File: src/rtl/multicycle_control_fsm_if.sv
// Control bundle between the multicycle MIPS controller and its datapath.
// The controller takes the master modport; the datapath (or a bench) takes the slave.
interface multicycle_control_fsm_if;
  logic [5:0] opcode;
  logic       mem_ready;
  logic       PCWrite;
  logic       PCWriteCond;
  logic       IorD;
  logic       MemRead;
  logic       MemWrite;
  logic       IRWrite;
  logic       MemtoReg;
  logic       RegDst;
  logic       RegWrite;
  logic       ALUSrcA;
  logic [1:0] ALUSrcB;
  logic [1:0] ALUOp;
  logic [1:0] PCSource;
  logic [3:0] state;
  logic       illegal_op;

  modport master (
    input  opcode, mem_ready,
    output PCWrite, PCWriteCond, IorD, MemRead, MemWrite, IRWrite,
           MemtoReg, RegDst, RegWrite, ALUSrcA, ALUSrcB, ALUOp,
           PCSource, state, illegal_op
  );

  modport slave (
    output opcode, mem_ready,
    input  PCWrite, PCWriteCond, IorD, MemRead, MemWrite, IRWrite,
           MemtoReg, RegDst, RegWrite, ALUSrcA, ALUSrcB, ALUOp,
           PCSource, state, illegal_op
  );
endinterface

File: src/rtl/multicycle_control_fsm.sv
// Main control FSM of the multicycle MIPS datapath: sequences fetch/decode/
// execute/memory/write-back and drives every datapath mux and enable.
//
// state    | meaning
// FETCH    | read instruction at PC, PC+4 (waits on mem_ready)
// DECODE   | read registers, precompute branch target
// MEMADR   | compute lw/sw effective address
// MEMREAD  | data memory read (waits on mem_ready)
// MEMWB    | write loaded word to rt
// MEMWRITE | data memory write (waits on mem_ready)
// EXECUTE  | R-type ALU operation
// ALUWB    | write ALU result to rd
// BRANCH   | beq compare and conditional PC load
// JUMP     | PC load from jump target
// ADDIEX   | addi ALU operation
// ADDIWB   | write addi result to rt
module multicycle_control_fsm (
  input logic                        clk,
  input logic                        reset,
  multicycle_control_fsm_if.master   ctl_if
);

  typedef enum logic [3:0] {
    FETCH    = 4'd0,
    DECODE   = 4'd1,
    MEMADR   = 4'd2,
    MEMREAD  = 4'd3,
    MEMWB    = 4'd4,
    MEMWRITE = 4'd5,
    EXECUTE  = 4'd6,
    ALUWB    = 4'd7,
    BRANCH   = 4'd8,
    JUMP     = 4'd9,
    ADDIEX   = 4'd10,
    ADDIWB   = 4'd11
  } state_e;

  localparam logic [5:0] OP_RTYPE = 6'b000000;
  localparam logic [5:0] OP_LW    = 6'b100011;
  localparam logic [5:0] OP_SW    = 6'b101011;
  localparam logic [5:0] OP_BEQ   = 6'b000100;
  localparam logic [5:0] OP_J     = 6'b000010;
  localparam logic [5:0] OP_ADDI  = 6'b001000;

  state_e     state_q, state_d;

  logic       pc_write, pc_write_cond, iord, mem_read, mem_write, ir_write;
  logic       memto_reg, reg_dst, reg_write, alu_src_a, illegal;
  logic [1:0] alu_src_b, alu_op, pc_source;

  always_ff @(posedge clk) begin
    if (reset) state_q <= FETCH;
    else       state_q <= state_d;
  end

  always_comb begin
    state_d       = state_q;
    pc_write      = 1'b0;
    pc_write_cond = 1'b0;
    iord          = 1'b0;
    mem_read      = 1'b0;
    mem_write     = 1'b0;
    ir_write      = 1'b0;
    memto_reg     = 1'b0;
    reg_dst       = 1'b0;
    reg_write     = 1'b0;
    alu_src_a     = 1'b0;
    illegal       = 1'b0;
    alu_src_b     = 2'b00;
    alu_op        = 2'b00;
    pc_source     = 2'b00;

    case (state_q)
      FETCH: begin
        mem_read  = 1'b1;
        alu_src_b = 2'b01;
        ir_write  = ctl_if.mem_ready;
        pc_write  = ctl_if.mem_ready;
        state_d   = ctl_if.mem_ready ? DECODE : FETCH;
      end
      DECODE: begin
        alu_src_b = 2'b11;
        case (ctl_if.opcode)
          OP_LW, OP_SW: state_d = MEMADR;
          OP_RTYPE:     state_d = EXECUTE;
          OP_BEQ:       state_d = BRANCH;
          OP_J:         state_d = JUMP;
          OP_ADDI:      state_d = ADDIEX;
          default: begin
            illegal = 1'b1;
            state_d = FETCH;
          end
        endcase
      end
      MEMADR: begin
        alu_src_a = 1'b1;
        alu_src_b = 2'b10;
        // IR holds the opcode here; a corrupted one falls back to FETCH
        if (ctl_if.opcode == OP_LW)      state_d = MEMREAD;
        else if (ctl_if.opcode == OP_SW) state_d = MEMWRITE;
        else                             state_d = FETCH;
      end
      MEMREAD: begin
        mem_read = 1'b1;
        iord     = 1'b1;
        state_d  = ctl_if.mem_ready ? MEMWB : MEMREAD;
      end
      MEMWB: begin
        reg_write = 1'b1;
        memto_reg = 1'b1;
        state_d   = FETCH;
      end
      MEMWRITE: begin
        mem_write = 1'b1;
        iord      = 1'b1;
        state_d   = ctl_if.mem_ready ? FETCH : MEMWRITE;
      end
      EXECUTE: begin
        alu_src_a = 1'b1;
        alu_op    = 2'b10;
        state_d   = ALUWB;
      end
      ALUWB: begin
        reg_write = 1'b1;
        reg_dst   = 1'b1;
        state_d   = FETCH;
      end
      BRANCH: begin
        alu_src_a     = 1'b1;
        alu_op        = 2'b01;
        pc_write_cond = 1'b1;
        pc_source     = 2'b01;
        state_d       = FETCH;
      end
      JUMP: begin
        pc_write  = 1'b1;
        pc_source = 2'b10;
        state_d   = FETCH;
      end
      ADDIEX: begin
        alu_src_a = 1'b1;
        alu_src_b = 2'b10;
        state_d   = ADDIWB;
      end
      ADDIWB: begin
        reg_write = 1'b1;
        state_d   = FETCH;
      end
      default: state_d = FETCH;
    endcase
  end

  // Outputs are squashed combinationally so nothing leaks during the reset cycle
  assign ctl_if.PCWrite     = pc_write      & ~reset;
  assign ctl_if.PCWriteCond = pc_write_cond & ~reset;
  assign ctl_if.IorD        = iord          & ~reset;
  assign ctl_if.MemRead     = mem_read      & ~reset;
  assign ctl_if.MemWrite    = mem_write     & ~reset;
  assign ctl_if.IRWrite     = ir_write      & ~reset;
  assign ctl_if.MemtoReg    = memto_reg     & ~reset;
  assign ctl_if.RegDst      = reg_dst       & ~reset;
  assign ctl_if.RegWrite    = reg_write     & ~reset;
  assign ctl_if.ALUSrcA     = alu_src_a     & ~reset;
  assign ctl_if.illegal_op  = illegal       & ~reset;
  assign ctl_if.ALUSrcB     = reset ? 2'b00 : alu_src_b;
  assign ctl_if.ALUOp       = reset ? 2'b00 : alu_op;
  assign ctl_if.PCSource    = reset ? 2'b00 : pc_source;
  assign ctl_if.state       = reset ? 4'd0  : state_q;

endmodule

File: src/flat_wrapper.sv
// flat-port wrapper written by rule: the top's interface ports become plain ports
module multicycle_control_fsm_flat 
  (clk, reset, ctl_if_opcode, ctl_if_mem_ready, ctl_if_PCWrite, ctl_if_PCWriteCond, ctl_if_IorD, ctl_if_MemRead, ctl_if_MemWrite, ctl_if_IRWrite, ctl_if_MemtoReg, ctl_if_RegDst, ctl_if_RegWrite, ctl_if_ALUSrcA, ctl_if_ALUSrcB, ctl_if_ALUOp, ctl_if_PCSource, ctl_if_state, ctl_if_illegal_op);
  multicycle_control_fsm_if ctl_if_i ();
  input logic clk;
  input logic reset;
  input wire logic [$bits(ctl_if_i.opcode)-1:0] ctl_if_opcode;
  input wire logic [$bits(ctl_if_i.mem_ready)-1:0] ctl_if_mem_ready;
  output wire logic [$bits(ctl_if_i.PCWrite)-1:0] ctl_if_PCWrite;
  output wire logic [$bits(ctl_if_i.PCWriteCond)-1:0] ctl_if_PCWriteCond;
  output wire logic [$bits(ctl_if_i.IorD)-1:0] ctl_if_IorD;
  output wire logic [$bits(ctl_if_i.MemRead)-1:0] ctl_if_MemRead;
  output wire logic [$bits(ctl_if_i.MemWrite)-1:0] ctl_if_MemWrite;
  output wire logic [$bits(ctl_if_i.IRWrite)-1:0] ctl_if_IRWrite;
  output wire logic [$bits(ctl_if_i.MemtoReg)-1:0] ctl_if_MemtoReg;
  output wire logic [$bits(ctl_if_i.RegDst)-1:0] ctl_if_RegDst;
  output wire logic [$bits(ctl_if_i.RegWrite)-1:0] ctl_if_RegWrite;
  output wire logic [$bits(ctl_if_i.ALUSrcA)-1:0] ctl_if_ALUSrcA;
  output wire logic [$bits(ctl_if_i.ALUSrcB)-1:0] ctl_if_ALUSrcB;
  output wire logic [$bits(ctl_if_i.ALUOp)-1:0] ctl_if_ALUOp;
  output wire logic [$bits(ctl_if_i.PCSource)-1:0] ctl_if_PCSource;
  output wire logic [$bits(ctl_if_i.state)-1:0] ctl_if_state;
  output wire logic [$bits(ctl_if_i.illegal_op)-1:0] ctl_if_illegal_op;
  assign ctl_if_i.opcode = ctl_if_opcode;
  assign ctl_if_i.mem_ready = ctl_if_mem_ready;
  assign ctl_if_PCWrite = ctl_if_i.PCWrite;
  assign ctl_if_PCWriteCond = ctl_if_i.PCWriteCond;
  assign ctl_if_IorD = ctl_if_i.IorD;
  assign ctl_if_MemRead = ctl_if_i.MemRead;
  assign ctl_if_MemWrite = ctl_if_i.MemWrite;
  assign ctl_if_IRWrite = ctl_if_i.IRWrite;
  assign ctl_if_MemtoReg = ctl_if_i.MemtoReg;
  assign ctl_if_RegDst = ctl_if_i.RegDst;
  assign ctl_if_RegWrite = ctl_if_i.RegWrite;
  assign ctl_if_ALUSrcA = ctl_if_i.ALUSrcA;
  assign ctl_if_ALUSrcB = ctl_if_i.ALUSrcB;
  assign ctl_if_ALUOp = ctl_if_i.ALUOp;
  assign ctl_if_PCSource = ctl_if_i.PCSource;
  assign ctl_if_state = ctl_if_i.state;
  assign ctl_if_illegal_op = ctl_if_i.illegal_op;
  multicycle_control_fsm u_core (.clk(clk), .reset(reset), .ctl_if(ctl_if_i));
endmodule
File: config.mk
export PLATFORM = sky130hd
export DESIGN_NAME = multicycle_control_fsm_flat
export DESIGN_NICKNAME = d
export VERILOG_FILES = /design/src/rtl/multicycle_control_fsm_if.sv /design/src/rtl/multicycle_control_fsm.sv /design/src/flat_wrapper.sv
export SDC_FILE = /design/constraint.sdc
export NUM_CORES = 1
export LEC_CHECK = 0
export CAP_MARGIN = 0
export CORE_MARGIN = 5
export CORE_UTILIZATION = 40
export DETAILED_ROUTE_END_ITERATION = 10
export PLACE_DENSITY = 0.82
export SLEW_MARGIN = 25
export SYNTH_ARGS = -nofsm -noshare
export SYNTH_HDL_FRONTEND = slang
export SYNTH_SLANG_ARGS = --single-unit
File: constraint.sdc
create_clock -name clk -period 2.4 [get_ports clk]
set_input_delay 0.72 -clock clk [delete_from_list [all_inputs] [get_ports clk]]
set_output_delay 0.72 -clock clk [all_outputs]
set_load 0.03 [all_outputs]
==> metrics, run 1 <==
WP data required approximately 1.7 ns; Via Count 846; Largest register FFs 4; chip height 48.0 µm; startpoint types input port; Power Dens Cells between 200 and 300 nW/µm²; DR vias/cell 5.68; max incr delay on CP 0.23 ns; status finished, final reports clean; Crit. Startpoint ctl_if_opcode[2]; Tot GR Track Use roughly 22%; die area 2310 µm²; final setup vio count 0; clk_skew between 0.0008 and 0.0009 ns; f_max 426 MHz; Site Rows 13; Worst VDD drop 0.247 mV; Hold Fails Final Rpt 0; Max Slew Vio Count 0; Synth area leader dfxtp_1; area of the core 1330 µm²; count of buffer and inverter cells on the critical path 3; Final WS setup 0.0518 ns; ranking of synthesized cells by area dfxtp_1 (14%), nor2_1 (7.1%), nor3_1 (6.9%), nor2b_1 (6.5%), a21oi_1 (4.3%); total power draw 0.000262 W; pre-CTS setup slack -0.716 ns; Cells after Synth 91; Setup crit end kind output pin; drt pass-1 iters 4; Worst-path clk slew 0.04 ns; Crit Reg-Reg Startpoint u_core.state_q[0]$_SDFF_PP0_; fraction of layout cells with a size suffix above 1 50.7%; CTS Buffer Depth 2; antenna violations before repair 0; share of flip-flops with an asynchronous set or reset 0%; TritonCTS Buffers 3; synth cell count leaders nor2_1 (11), nor3_1 (8), nand2_1 (6), nor2b_1 (6); total clock sinks 4; nets 145; Max FO, Critical Path 4; type of the tightest min-delay check reg2reg; DRC 0; top_reg_cell synth dfxtp_1; synth unique cells 31; Reg with most FFs u_core.state_q; Worst-Skew Late Latency 0.24 ns; DRT Wirelength 2.20 mm; CTS tree built; flop and latch count out of synthesis 4; number of synthesized flops with an enable pin 0; biggest regs u_core.state_q (4); HP Start u_core.state_q[1]$_SDFF_PP0_; I/O Buffers 29; RD Place Congestion 0.883; largest net degree at the start of global routing 19; mapped cell area 578 µm²; DRT iter0 DRCs 22; vias in the first global route 800; most frequent cell after synthesis nor2_1; yosys warns 0; sequential cell area fraction in the yosys report between 10% and 20%; critical path depth in cells 6; Routed Antenna Nets 0; hold path depth 3; Final Critical Period between 2 and 2.5 ns; worst reg2reg path depth 5; Layout area overhead 81.0%; syn nets 100; R2R Setup Slk 0.82 ns; Max Cap Violations 0; Initial Util 43.3%; I/O pin count 30; die width 48.0 µm; Top Family by Delay on Critical Path buffers and inverters; WP data arrival 1.63 ns; Mapped Avg Cell Area approximately 6.4 µm²; WS Path Type in2out; clk root buf clkbuf_4; ant diodes 0; worst slew pin tran 0.420 ns; Critical Path, Cell by Cell clkbuf_4 -> xnor2_2 -> nor4_2 -> buf_4 -> nor4_4 -> buf_6; first-pass GRT wire length roughly 3.5 mm; aggregate global routing overflow 0; Static Leak between 0.4 and 0.5 nW; Post-CTS Hold Buffers 0; Tcrit/Tclk final approximately 98%; Rel. slew slack 71.8%; Synth top area share 13.9%; RSZ-0062 raised after global routing yes; # H-tree levels 1; Slowest cell on crit path nor4_4; routed len/inst ~15 µm; post-DP HPWL 1.66 mm
cell type report:
cell class              count  area (µm²)
well taps                  15        18.8
clock buffers               3        22.5
repair buffers             49         377
fillers                   117         288
multi-input cells          77         544
flip-flops and latches      4        80.1
inverters                   1        3.75
through the flow:
step	hold slack, ns	util [%]	cells	cell area (µm²)	TNS [ns]
floorplan	0.638	-	91	612	-0.0141
global placement	0.727	72.9	145	972	-2.91
detailed placement	0.729	72.9	145	972	-3.63
CTS	0.736	77.9	149	1040	0
global route	0.785	78.4	149	1050	-0.0268
finish	0.738	78.4	149	1050	0
logic make-up (layout without fill, tap and decap cells):
family | count (synthesis) | after routing | synth area share [%]
and+or+nand+nor | 58 | 58 | 55.8
AOI/OAI and AO/OA | 16 | 16 | 18.0
buffers and inverters | 10 | 53 | 7.79
DFF | 4 | 4 | 13.9
xor gates and xnor gates | 3 | 3 | 4.55
power breakdown:
group	internal [W]	leakage, nW	total (W)	switching, W
Clock	0.0000562	0.0138	0.0000869	0.0000308
Sequential	0.0000681	0.0325	0.0000692	0.00000107
Combinational	0.0000474	0.412	0.000106	0.0000588
Total	0.000172	0.458	0.000262	0.0000906
tightest hold or removal path, stage by stage (launching register included):
cell,delay [ns]
dfxtp_1,0.31
buf_4,0.20
nand2b_1,0.10
a31oi_1,0.09
final timing paths:
path,to
max,ctl_if_illegal_op
min,u_core.state_q[1]$_SDFF_PP0_
max reg2reg,u_core.state_q[0]$_SDFF_PP0_
min reg2reg,u_core.state_q[1]$_SDFF_PP0_
cell usage in the layout, fill, tap and decap left out, drive strengths merged:
cell           count
a221oi             1
a311o              1
clkdlybuf4s15      2
or3                1
nand2              6
nor2              11
nor4               5
inv                1
nor3b              2
nand4              1
nor3               8
nand4b             2
o21ai              2
a21o               2
clkbuf             4
a211oi             1
and3               2
xnor2              2
nand3b             2
dlygate4sd2        1
a21oi              5
or2                2
nand3              5
nand2b             4
dfxtp              4
a31o               1
nor4b              1
xor2               1
buf               45
a31oi              3
nor2b              6
what timing repair did:
action,4_1_cts,5_1_grt
setup endpoints to repair,20,1
gates resized for setup,44,3
gates cloned,0,0
setup buffers,1,0
pin swaps,5,0
per-layer routing:
layer / vias up / part of all wire [%] / GRT usage (%)
met2: 45 / 56 / 45.9
met3: 7 / 9.1 / 2.63
met5: - / 0 / 0
li1: 416 / - / -
met4: 0 / 2.9 / 9.68
met1: 378 / 32 / 21.2
Note: power is estimated with default switching activity, not from simulation.
==> inputs of run 2 (changes only) <==
--- a/config.mk
+++ b/config.mk
@@ -10,7 +10,7 @@
 export CORE_UTILIZATION = 40
 export DETAILED_ROUTE_END_ITERATION = 10
 export PLACE_DENSITY = 0.82
-export SLEW_MARGIN = 25
+export SLEW_MARGIN = 10
 export SYNTH_ARGS = -nofsm -noshare
 export SYNTH_HDL_FRONTEND = slang
 export SYNTH_SLANG_ARGS = --single-unit
==> results of run 2 <==
Final layout, timing and power as in run 1 (identical DEF).
==> inputs of run 3 (changes only) <==
--- a/config.mk
+++ b/config.mk
@@ -9,7 +9,7 @@
 export CORE_MARGIN = 5
 export CORE_UTILIZATION = 40
 export DETAILED_ROUTE_END_ITERATION = 10
-export PLACE_DENSITY = 0.82
+export PLACE_DENSITY = 0.81
 export SLEW_MARGIN = 10
 export SYNTH_ARGS = -nofsm -noshare
 export SYNTH_HDL_FRONTEND = slang
==> run 3 against run 2 <==
Compared with the run above: flip-flop and latch count is the same; highest routed layer unchanged; die area is the same; sequential power is essentially flat.
==> metrics, run 3 (synthesized netlist as in run 1, its figures left out) <==
combinational group share of total power a little over two fifths; Static Leak 0.470 nW; Worst-Skew Late Latency 0.24 ns; Max Cap Violations 0; GR met2 Demand/Resource 42.0%; Pint roughly 0.00018 W; die area 2310 µm²; drt pass-1 iters 4; Setup crit end kind output pin; CTS Buffer Depth 2; Hold Fails Final Rpt 0; f_max 418 MHz; Final Critical Period 2.39 ns; Critical Path, Cell by Cell clkdlybuf4s15_1 -> buf_6 -> nor4_4 -> nor4_4 -> buf_6; P_sw 0.0000935 W; die width 48.0 µm; worst slew pin tran 0.427 ns; biggest regs u_core.state_q (4); Max Slew Vio Count 0; Post-CTS Hold Buffers 0; leading cell type in the layout, fill and taps excluded buf_4; RD Place Congestion 0.849; post-DP HPWL ~1.6 mm; chip height 48.0 µm; DRT Wirelength 2.29 mm; Site Rows 13; max incr delay on CP 0.34 ns; Tot GR Track Use 21.3%; Initial Util 43.3%; Worst-path clk slew 0.04 ns; fraction of layout cells with a size suffix above 1 between 50% and 60%; status finished, final reports clean; clk_skew 0.00338 ns; # H-tree levels 1; CTS tree built; I/O pin count 30; final setup vio count 0; WS Path Type in2out; Switching Share 34.6%; largest net degree at the start of global routing 19; aggregate global routing overflow 0; area of the core about 1300 µm²; Power Dens Cells 243 nW/µm²; commonest cells after routing, fill and taps aside buf_4 (36), nor2_1 (10), buf_6 (7); type of the tightest min-delay check reg2reg; nets 145; DR vias/cell 5.68; RSZ-0062 raised after global routing yes; antenna violations before repair 0; Reg with most FFs u_core.state_q; clk root buf clkbuf_4; met3 Resource Use GR 1.50%; Slowest cell on crit path nor4_4; total clock sinks 4; register share of total power 25.6%; ant diodes 0; first-pass GRT wire length 3.51 mm; Clk pwr share a little under a third; met1 usage in global routing 23.8%; TritonCTS Buffers 3; Max FO, Critical Path 3; Tcrit/Tclk final 99.6%; Finished Cell Area 1110 µm²; R2R Setup Slk 0.81 ns; DRC 0; Via Count 846; Routed Antenna Nets 0; Worst VDD drop 0.193 mV; I/O Buffers 29; startpoint types input port; Largest register FFs 4; setup_tns 0 ns; Layout area overhead 92.4%; GR peak layer met2; routed len/inst 15.4 µm; WP data required 1.68 ns; WP data arrival 1.67 ns; Rel. slew slack 71.3%; DP Area 972 µm²; vias in the first global route 819; DRT iter0 DRCs 11
run 3: cell types whose count changed in the layout (fill, tap and decap cells not counted), sizes merged:
cell           change
buf                -2
clkbuf             -1
dlygate4sd2        +1
clkdlybuf4s15      +2
run 3: final timing paths:
path | startpoint | endpoint | depth (start not counted)
max | ctl_if_opcode[3] | ctl_if_illegal_op | 5
min | u_core.state_q[1]$_SDFF_PP0_ | u_core.state_q[1]$_SDFF_PP0_ | 3
max reg2reg | u_core.state_q[0]$_SDFF_PP0_ | u_core.state_q[0]$_SDFF_PP0_ | 5
min reg2reg | u_core.state_q[1]$_SDFF_PP0_ | u_core.state_q[1]$_SDFF_PP0_ | 3
run 3: metrics by stage:
step	std cells	hold WS (ns)	setup WS [ns]	total power, W	utilization [%]
6_report	149	0.752	0.00852	0.000271	83.4
5_1_grt	149	0.781	-0.0474	0.000281	83.4
4_1_cts	149	0.741	-0.0303	0.000267	81.0
3_5_place_dp	145	0.733	-0.691	0.000169	72.9
3_3_place_gp	145	0.717	-0.685	0.000167	72.9
2_1_floorplan	91	0.638	-0.0141	0.000118	-
run 3: metal layers:
| metal | vias to the layer above | wire [µm] |
|---|---|---|
| met5 | - | 0 |
| met1 | 391 | 850 |
| met4 | 0 | 35 |
| met2 | 33 | 1250 |
| li1 | 418 | - |
| met3 | 4 | 154 |
run 3: layout make-up:
cell class	count	area [µm²]
Sequential cell	4	80.1
Multi-Input combinational cell	77	578
Clock buffer	3	22.5
Timing Repair Buffer	49	409
Fill cell	92	221
Inverter	1	3.75
Tap cell	15	18.8
run 3: critical path: cells and delay by family:
| kind | cells | cell delay, ns |
|---|---|---|
| buffers and inverters | 3 | 0.52 |
| and+or+nand+nor | 2 | 0.43 |
run 3: power groups by stage:
| stage | sequential (W) | combinational (W) | clock [W] |
|---|---|---|---|
| after floorplan | 0.0000708 | 0.0000477 | 0 |
| after global placement | 0.0000701 | 0.0000974 | 0 |
| after detailed placement | 0.0000702 | 0.0000992 | 0 |
| after CTS | 0.0000691 | 0.000112 | 0.0000862 |
| after global routing | 0.0000694 | 0.000124 | 0.0000874 |
| final | 0.0000691 | 0.000117 | 0.0000847 |
run 3: timing repair:
| item | 4_1_cts | 5_1_grt |
|---|---|---|
| pin swaps | 7 | 3 |
| setup endpoints to repair | 17 | 7 |
| gates resized for setup | 42 | 6 |
| cloned | 0 | 0 |
| setup buffers | 2 | 0 |
| hold endpoints to repair | 0 | 0 |
